===== config.mk =====
export PLATFORM = sky130hd
export DESIGN_NAME = iob_ram_t2p_arb
export DESIGN_NICKNAME = d
export VERILOG_FILES = /design/src/rtl/iob_ram_t2p_arb_pkg.sv /design/src/rtl/iob_ram_t2p_arb_rr_arbiter.sv /design/src/rtl/iob_ram_t2p_arb.sv
export SDC_FILE = /design/constraint.sdc
export NUM_CORES = 1
export LEC_CHECK = 0
export BUFFER_PORTS_ARGS = -buffer_cell sky130_fd_sc_hd__buf_4
export CELL_PAD_IN_SITES_DETAIL_PLACEMENT = 1
export CELL_PAD_IN_SITES_GLOBAL_PLACEMENT = 1
export CORE_MARGIN = 5
export CORE_UTILIZATION = 17
export CTS_BUF_LIST = sky130_fd_sc_hd__clkbuf_8
export CTS_CLUSTER_SIZE = 30
export DETAILED_ROUTE_END_ITERATION = 16
export MAX_ROUTING_LAYER = met4
export PLACE_DENSITY_LB_ADDON = 0.1
export SLEW_MARGIN = 5
export SYNTH_ARGS = -nofsm -noshare
export SYNTH_HDL_FRONTEND = slang
export SYNTH_SLANG_ARGS = --single-unit

===== constraint.sdc =====
create_clock -name clk_i -period 2.5 [get_ports clk_i]
set_input_delay 0.25 -clock clk_i [delete_from_list [all_inputs] [get_ports clk_i]]
set_output_delay 0.25 -clock clk_i [all_outputs]
set_load 0.01 [all_outputs]

===== src/rtl/iob_ram_t2p_arb_pkg.sv =====
// Shared parameter defaults for the two-port RAM arbiter slice.
package iob_ram_t2p_arb_pkg;
   localparam int N_REQ_DEF  = 2;
   localparam int ADDR_W_DEF = 10;
   localparam int DATA_W_DEF = 32;
endpackage


===== src/rtl/iob_ram_t2p_arb_rr_arbiter.sv =====
// Round-robin arbiter: searches upward from a pointer, one-hot grant,
// pointer moves past the winner only when the caller lets the grant stand.
module iob_rr_arbiter #(
   parameter  int N  = 2,
   localparam int IW = (N > 1) ? $clog2(N) : 1
) (
   input  logic         clk_i,
   input  logic         arst_n_i,
   input  logic [N-1:0] req_i,
   input  logic         adv_i,
   output logic [N-1:0] gnt_o
);
   logic [IW-1:0] r_ptr;
   logic [IW-1:0] w_idx;
   logic          w_hit;

   always_comb begin
      int j;
      j     = 0;
      gnt_o = '0;
      w_idx = r_ptr;
      w_hit = 1'b0;
      for (int i = 0; i < N; i++) begin
         j = int'(r_ptr) + i;
         if (j >= N) j = j - N;
         if (!w_hit && req_i[j]) begin
            w_hit    = 1'b1;
            gnt_o[j] = 1'b1;
            w_idx    = IW'(j);
         end
      end
   end

   always_ff @(posedge clk_i or negedge arst_n_i) begin
      if (!arst_n_i)
         r_ptr <= '0;
      else if (w_hit && adv_i)
         r_ptr <= (w_idx == IW'(N - 1)) ? '0 : w_idx + 1'b1;
   end
endmodule


===== src/rtl/iob_ram_t2p_arb.sv =====
// Arbitrates N requesters onto a 1R1W RAM: independent read/write
// round-robin, read withheld on same-address collision with the write.
module iob_ram_t2p_arb
   import iob_ram_t2p_arb_pkg::*;
#(
   parameter int N_REQ  = N_REQ_DEF,
   parameter int ADDR_W = ADDR_W_DEF,
   parameter int DATA_W = DATA_W_DEF
) (
   input  logic                     clk_i,
   input  logic                     arst_n_i,
   input  logic [N_REQ-1:0]         req_valid_i,
   input  logic [N_REQ-1:0]         req_we_i,
   input  logic [N_REQ*ADDR_W-1:0]  req_addr_i,
   input  logic [N_REQ*DATA_W-1:0]  req_wdata_i,
   output logic [N_REQ-1:0]         req_ready_o,
   output logic [N_REQ-1:0]         rsp_valid_o,
   output logic [DATA_W-1:0]        rsp_rdata_o,
   output logic                     w_en_o,
   output logic [ADDR_W-1:0]        w_addr_o,
   output logic [DATA_W-1:0]        w_data_o,
   output logic                     r_en_o,
   output logic [ADDR_W-1:0]        r_addr_o,
   input  logic [DATA_W-1:0]        r_data_i
);
   logic [N_REQ-1:0]  w_wr_cand, w_rd_cand;
   logic [N_REQ-1:0]  w_wr_gnt, w_rd_gnt_raw, w_rd_gnt;
   logic [ADDR_W-1:0] w_waddr, w_raddr;
   logic [DATA_W-1:0] w_wdata;
   logic              w_conflict;
   logic [N_REQ-1:0]  r_rsp_vld;

   // Gating with reset keeps every grant-derived output quiet while held in reset.
   assign w_wr_cand = req_valid_i &  req_we_i & {N_REQ{arst_n_i}};
   assign w_rd_cand = req_valid_i & ~req_we_i & {N_REQ{arst_n_i}};

   iob_rr_arbiter #(.N(N_REQ)) u_wr_arb (
      .clk_i    (clk_i),
      .arst_n_i (arst_n_i),
      .req_i    (w_wr_cand),
      .adv_i    (1'b1),
      .gnt_o    (w_wr_gnt)
   );

   iob_rr_arbiter #(.N(N_REQ)) u_rd_arb (
      .clk_i    (clk_i),
      .arst_n_i (arst_n_i),
      .req_i    (w_rd_cand),
      .adv_i    (~w_conflict),
      .gnt_o    (w_rd_gnt_raw)
   );

   always_comb begin
      w_waddr = '0;
      w_wdata = '0;
      w_raddr = '0;
      for (int k = 0; k < N_REQ; k++) begin
         if (w_wr_gnt[k]) begin
            w_waddr = req_addr_i[k*ADDR_W +: ADDR_W];
            w_wdata = req_wdata_i[k*DATA_W +: DATA_W];
         end
         if (w_rd_gnt_raw[k])
            w_raddr = req_addr_i[k*ADDR_W +: ADDR_W];
      end
   end

   // A read colliding with this cycle's write retries next cycle and sees new data.
   assign w_conflict = (|w_wr_gnt) & (|w_rd_gnt_raw) & (w_waddr == w_raddr);
   assign w_rd_gnt   = w_rd_gnt_raw & {N_REQ{~w_conflict}};

   assign req_ready_o = w_wr_gnt | w_rd_gnt;
   assign w_en_o      = |w_wr_gnt;
   assign w_addr_o    = w_waddr;
   assign w_data_o    = w_wdata;
   assign r_en_o      = |w_rd_gnt;
   assign r_addr_o    = r_en_o ? w_raddr : '0;

   always_ff @(posedge clk_i or negedge arst_n_i) begin
      if (!arst_n_i) r_rsp_vld <= '0;
      else           r_rsp_vld <= w_rd_gnt;
   end

   assign rsp_valid_o = r_rsp_vld;
   assign rsp_rdata_o = (|r_rsp_vld) ? r_data_i : '0;
endmodule


==> run_summary.xml <==
<?xml version="1.0" encoding="UTF-8"?>
<metrics>
  <group name="power_and_ir_drop">
    <metric name="sequentialPowerShare" unit="">0.100</metric>
    <metric name="p_leak" unit="nW">1.94</metric>
    <metric name="vdd_ir_drop_max" unit="V">0.000141</metric>
    <metric name="power_frac_comb" unit="">0.742</metric>
    <metric name="netSwitchingPower" unit="uW">329</metric>
    <metric name="clockPowerShare" unit="">0.159</metric>
    <metric name="internal-power" unit="uW">530</metric>
    <metric name="power.density" unit="nW/um2">222</metric>
    <metric name="finalPower" unit="uW">859</metric>
    <metric name="switching_share" unit="">0.383</metric>
  </group>
  <group name="routing">
    <metric name="dr_total_vias" unit="">3029</metric>
    <metric name="drcViolationCount" unit="">0</metric>
    <metric name="detail-route-antenna-nets" unit="">0</metric>
    <metric name="wl_per_instance" unit="um">17.7</metric>
    <metric name="detail_route.first_pass.iterations" unit="">4</metric>
    <metric name="viasPerCell" unit="">4.70</metric>
    <metric name="route.final.wire_length" unit="um">11400</metric>
    <metric name="initialDrtViolationCount" unit="">173</metric>
  </group>
  <group name="timing">
    <metric name="rsz0062_at_grt" unit="">true</metric>
    <metric name="min_period_over_period" unit="">1.15</metric>
    <metric name="finalSetupViolations" unit="">13</metric>
    <metric name="final_critical_path_setup_slack" unit="ns">-0.373</metric>
    <metric name="timing.max_slew.rel_slack" unit="">0.605</metric>
    <metric name="hold_slack" unit="ns">0.0648</metric>
    <metric name="finalClockSkew" unit="ns">0.00321</metric>
    <metric name="final-hold-violation-count" unit="">0</metric>
    <metric name="timing_max_transition_violations_final" unit="">0</metric>
    <metric name="clock.fmax" unit="MHz">348</metric>
    <metric name="timing.final.crit_period" unit="ns">2.87</metric>
    <metric name="worst_slew_pin_slew" unit="ns">0.590</metric>
  </group>
  <group name="yosys">
    <metric name="synth_top_area_frac" unit="">0.173</metric>
    <metric name="synth_fp_nets" unit="">388</metric>
    <metric name="synth_warnings" unit="">0</metric>
    <metric name="postSynthCellCount" unit="">266</metric>
    <metric name="synth_cell_type_count" unit="">45</metric>
    <metric name="postSynth.asyncResetShare" unit="">1.00</metric>
    <metric name="post-synth-top-area-cell" unit="">sky130_fd_sc_hd__a22o_1</metric>
    <metric name="most_used_flip_flop_cell_after_synthesis" unit="">sky130_fd_sc_hd__dfrtp_1</metric>
    <metric name="synth_sequential_area_ratio" unit="">0.0598</metric>
    <metric name="synth-edff-count" unit="">0</metric>
    <metric name="syn_area" unit="um2">1670</metric>
    <metric name="avgSynthCellArea" unit="um2">6.29</metric>
    <metric name="yosys_register_bits" unit="">4</metric>
    <metric name="synthTopCellsByArea" unit="">sky130_fd_sc_hd__a22o_1, sky130_fd_sc_hd__nor2b_1, sky130_fd_sc_hd__nand2_1</metric>
  </group>
  <group name="critical_path">
    <metric name="worst_ep_required_time" unit="ns">2.25</metric>
    <metric name="crit_chain" unit="">nand3b_1 &gt; nand4_1 &gt; a21oi_2 &gt; or4_1 &gt; or4_4 &gt; o21ai_4 &gt; buf_6 &gt; nor2_4 &gt; buf_6</metric>
    <metric name="crit_path_top_delay_cell" unit="">sky130_fd_sc_hd__or4_1</metric>
    <metric name="buf_inv_stages_crit_path" unit="">2</metric>
    <metric name="crit_top_cell" unit="">sky130_fd_sc_hd__buf_6</metric>
    <metric name="critical_path_peak_fanout" unit="">4</metric>
    <metric name="worst_ep_arrival_time" unit="ns">2.62</metric>
    <metric name="rrSetupSlack" unit="ns">0.07</metric>
    <metric name="worst_path_dominant_cell_family" unit="">simple AND/OR/NAND/NOR gates</metric>
    <metric name="setup.worst_path.start_class" unit="">register</metric>
    <metric name="crit_type" unit="">reg -&gt; out</metric>
    <metric name="largest_stage_delay_on_the_critical_path" unit="ns">0.51</metric>
    <metric name="critPathCaptureType" unit="">output pin</metric>
  </group>
  <group name="clock_tree">
    <metric name="cts_buffer_count" unit="">3</metric>
    <metric name="tritoncts_clock_tree" unit="">yes</metric>
    <metric name="cts_root_buf" unit="">sky130_fd_sc_hd__clkbuf_8</metric>
    <metric name="clock_edge_transition_at_the_registers_on_the_reported_setup_and_hold_paths" unit="ns">0.03</metric>
    <metric name="clock_insertion_delay_worst_skew" unit="ns">0.22</metric>
    <metric name="clock_net_sink_count" unit="">4</metric>
    <metric name="cts_max_level" unit="">1</metric>
    <metric name="clock_tree.buffer_depth" unit="">2</metric>
  </group>
  <group name="place">
    <metric name="dpl.hpwl" unit="um">9620</metric>
    <metric name="place.port_buffers" unit="">211</metric>
    <metric name="gp_routability_congestion" unit="">0.866</metric>
  </group>
  <group name="floorplanning">
    <metric name="die_height" unit="um">109</metric>
    <metric name="dieArea" unit="um2">11900</metric>
    <metric name="ios" unit="">212</metric>
    <metric name="floorplan.core_area" unit="um2">9680</metric>
    <metric name="floorplan.rows" unit="">36</metric>
    <metric name="floorplan.die.width" unit="um">109</metric>
    <metric name="initial_core_util" unit="">0.173</metric>
  </group>
  <group name="grt">
    <metric name="grt_usage" unit="">0.177</metric>
    <metric name="largest_net_degree_at_the_start_of_global_routing" unit="">39</metric>
    <metric name="first_global_vias" unit="">3082</metric>
    <metric name="grt_antenna_before_repair" unit="">0</metric>
    <metric name="grt_first_pass_wirelength" unit="um">16200</metric>
    <metric name="grt_residual_overflow" unit="">0</metric>
  </group>
  <group name="flow_run">
    <metric name="cap_viol_max_count" unit="">0</metric>
  </group>
  <group name="run_status">
    <metric name="violated_checks" unit="">negative setup slack</metric>
    <metric name="run_status" unit="">finished with violations</metric>
  </group>
  <group name="cells_and_area">
    <metric name="layout.cells.most_common_list" unit="">sky130_fd_sc_hd__buf_4, sky130_fd_sc_hd__nor2b_1, sky130_fd_sc_hd__nand2_1</metric>
    <metric name="count_of_antenna_diodes_in_the_layout" unit="">0</metric>
    <metric name="final_layout_size_suffix_gt1_frac" unit="">0.557</metric>
    <metric name="final_nets" unit="">636</metric>
    <metric name="layout_commonest_cell" unit="">sky130_fd_sc_hd__buf_4</metric>
    <metric name="flow.area_growth_from_synthesis" unit="%">132</metric>
    <metric name="utilization" unit="">0.400</metric>
  </group>
  <group name="worst_hold_path">
    <metric name="worstHoldPathType" unit="">in -&gt; async</metric>
  </group>
</metrics>
[timing repair]
action,4_1_cts,5_1_grt
hold buffers,0,0
setup buffers,1,2
gates resized for setup,11,11
pin swaps,6,2
endpoints found under the setup margin,13,16
gates cloned,0,0
[power groups by stage]
stage	combinational (mW)	sequential, mW	clock, mW
2_1_floorplan	0.234	0.0833	0
3_3_place_gp	0.609	0.0862	0
3_5_place_dp	0.616	0.0859	0
4_1_cts	0.630	0.0860	0.141
5_1_grt	0.690	0.0877	0.147
6_report	0.637	0.0859	0.136
[worst paths after layout]
check | start | to | cells after the start
max in group asynchronous | arst_n_i | rsp_valid_o[1]$_DFF_PN0_ | 2
min in group clk_i | req_we_i[0] | u_wr_arb.r_ptr$_DFFE_PN0P_ | 4
setup reg to reg | u_wr_arb.r_ptr$_DFFE_PN0P_ | u_rd_arb.r_ptr$_DFFE_PN0P_ | 8
hold reg to reg | u_rd_arb.r_ptr$_DFFE_PN0P_ | u_rd_arb.r_ptr$_DFFE_PN0P_ | 1
setup / recovery | u_wr_arb.r_ptr$_DFFE_PN0P_ | r_addr_o[3] | 9
hold / removal | arst_n_i | u_rd_arb.r_ptr$_DFFE_PN0P_ | 2
[Yosys cell counts (2+ instances only)]
library cell                number
sky130_fd_sc_hd__o21ai_0        10
sky130_fd_sc_hd__o21ai_1         2
sky130_fd_sc_hd__nor2_1         20
sky130_fd_sc_hd__nand3_1         8
sky130_fd_sc_hd__o2111ai_1       3
sky130_fd_sc_hd__clkbuf_1       15
sky130_fd_sc_hd__nand3b_1        4
sky130_fd_sc_hd__buf_2           6
sky130_fd_sc_hd__nand2b_1        4
sky130_fd_sc_hd__a22oi_1         9
sky130_fd_sc_hd__o211ai_1        4
sky130_fd_sc_hd__and3_1          3
sky130_fd_sc_hd__a21oi_1        22
sky130_fd_sc_hd__nand4_1         6
sky130_fd_sc_hd__a22o_1         33
sky130_fd_sc_hd__dfrtp_1         4
sky130_fd_sc_hd__nand2_1        35
sky130_fd_sc_hd__and3b_1         3
sky130_fd_sc_hd__o22ai_1         2
sky130_fd_sc_hd__inv_1           6
sky130_fd_sc_hd__nor3_1          3
sky130_fd_sc_hd__o32ai_1         2
sky130_fd_sc_hd__a211oi_1        2
sky130_fd_sc_hd__nor2b_1        39
[metal layers]
| metal | global-route usage | up-vias | wire, um |
|---|---|---|---|
| li1 | - | 1481 | - |
| met1 | 0.220 | 1434 | 4630 |
| met2 | 0.313 | 110 | 5900 |
| met3 | 0.0302 | 4 | 854 |
| met4 | 0.0160 | 0 | 35 |
| met5 | - | - | 0 |
[state kept, by name (all words and copies together), names as in the netlist]
signal          flops
u_rd_arb.r_ptr      1
rsp_valid_o         2
u_wr_arb.r_ptr      1
[per-stage QoR]
step                worst slack, ns  TNS (ns)  cell area, um2  cells
global route                 -0.474     -5.97            3880    645
global placement             -0.366     -4.33            3720    639
detailed placement           -0.382     -4.73            3720    639
floorplan                    0.0534         0            1670    266
CTS                          -0.360     -4.45            3820    643
finish                       -0.373     -4.61            3880    645
[worst register-to-register path, stage by stage (launching register included)]
cell                        delay (ns)
sky130_fd_sc_hd__dfrtp_1          0.40
sky130_fd_sc_hd__nand3b_1         0.23
sky130_fd_sc_hd__nand4_1          0.16
sky130_fd_sc_hd__a21oi_2          0.04
sky130_fd_sc_hd__or4_1            0.51
sky130_fd_sc_hd__or4_4            0.47
sky130_fd_sc_hd__nor2_1           0.27
sky130_fd_sc_hd__buf_4            0.18
sky130_fd_sc_hd__o2bb2ai_1        0.05
[logic make-up after synthesis]
group | count (synthesis) | share of synthesized area
buffers and inverters | 29 | 0.0740
AO/OA/AOI/OAI | 100 | 0.442
AND/OR/NAND/NOR | 132 | 0.419
flip-flops | 4 | 0.0598
XOR/XNOR | 1 | 0.00523
[layout make-up]
class	count	area (um2)
Fill cell	1219	5810
Inverter	6	22.5
Multi-Input combinational cell	233	1520
Tap cell	133	166
Clock buffer	3	41.3
Timing Repair Buffer	266	2020
Sequential cell	4	100
(Power assumes the default switching activity.)
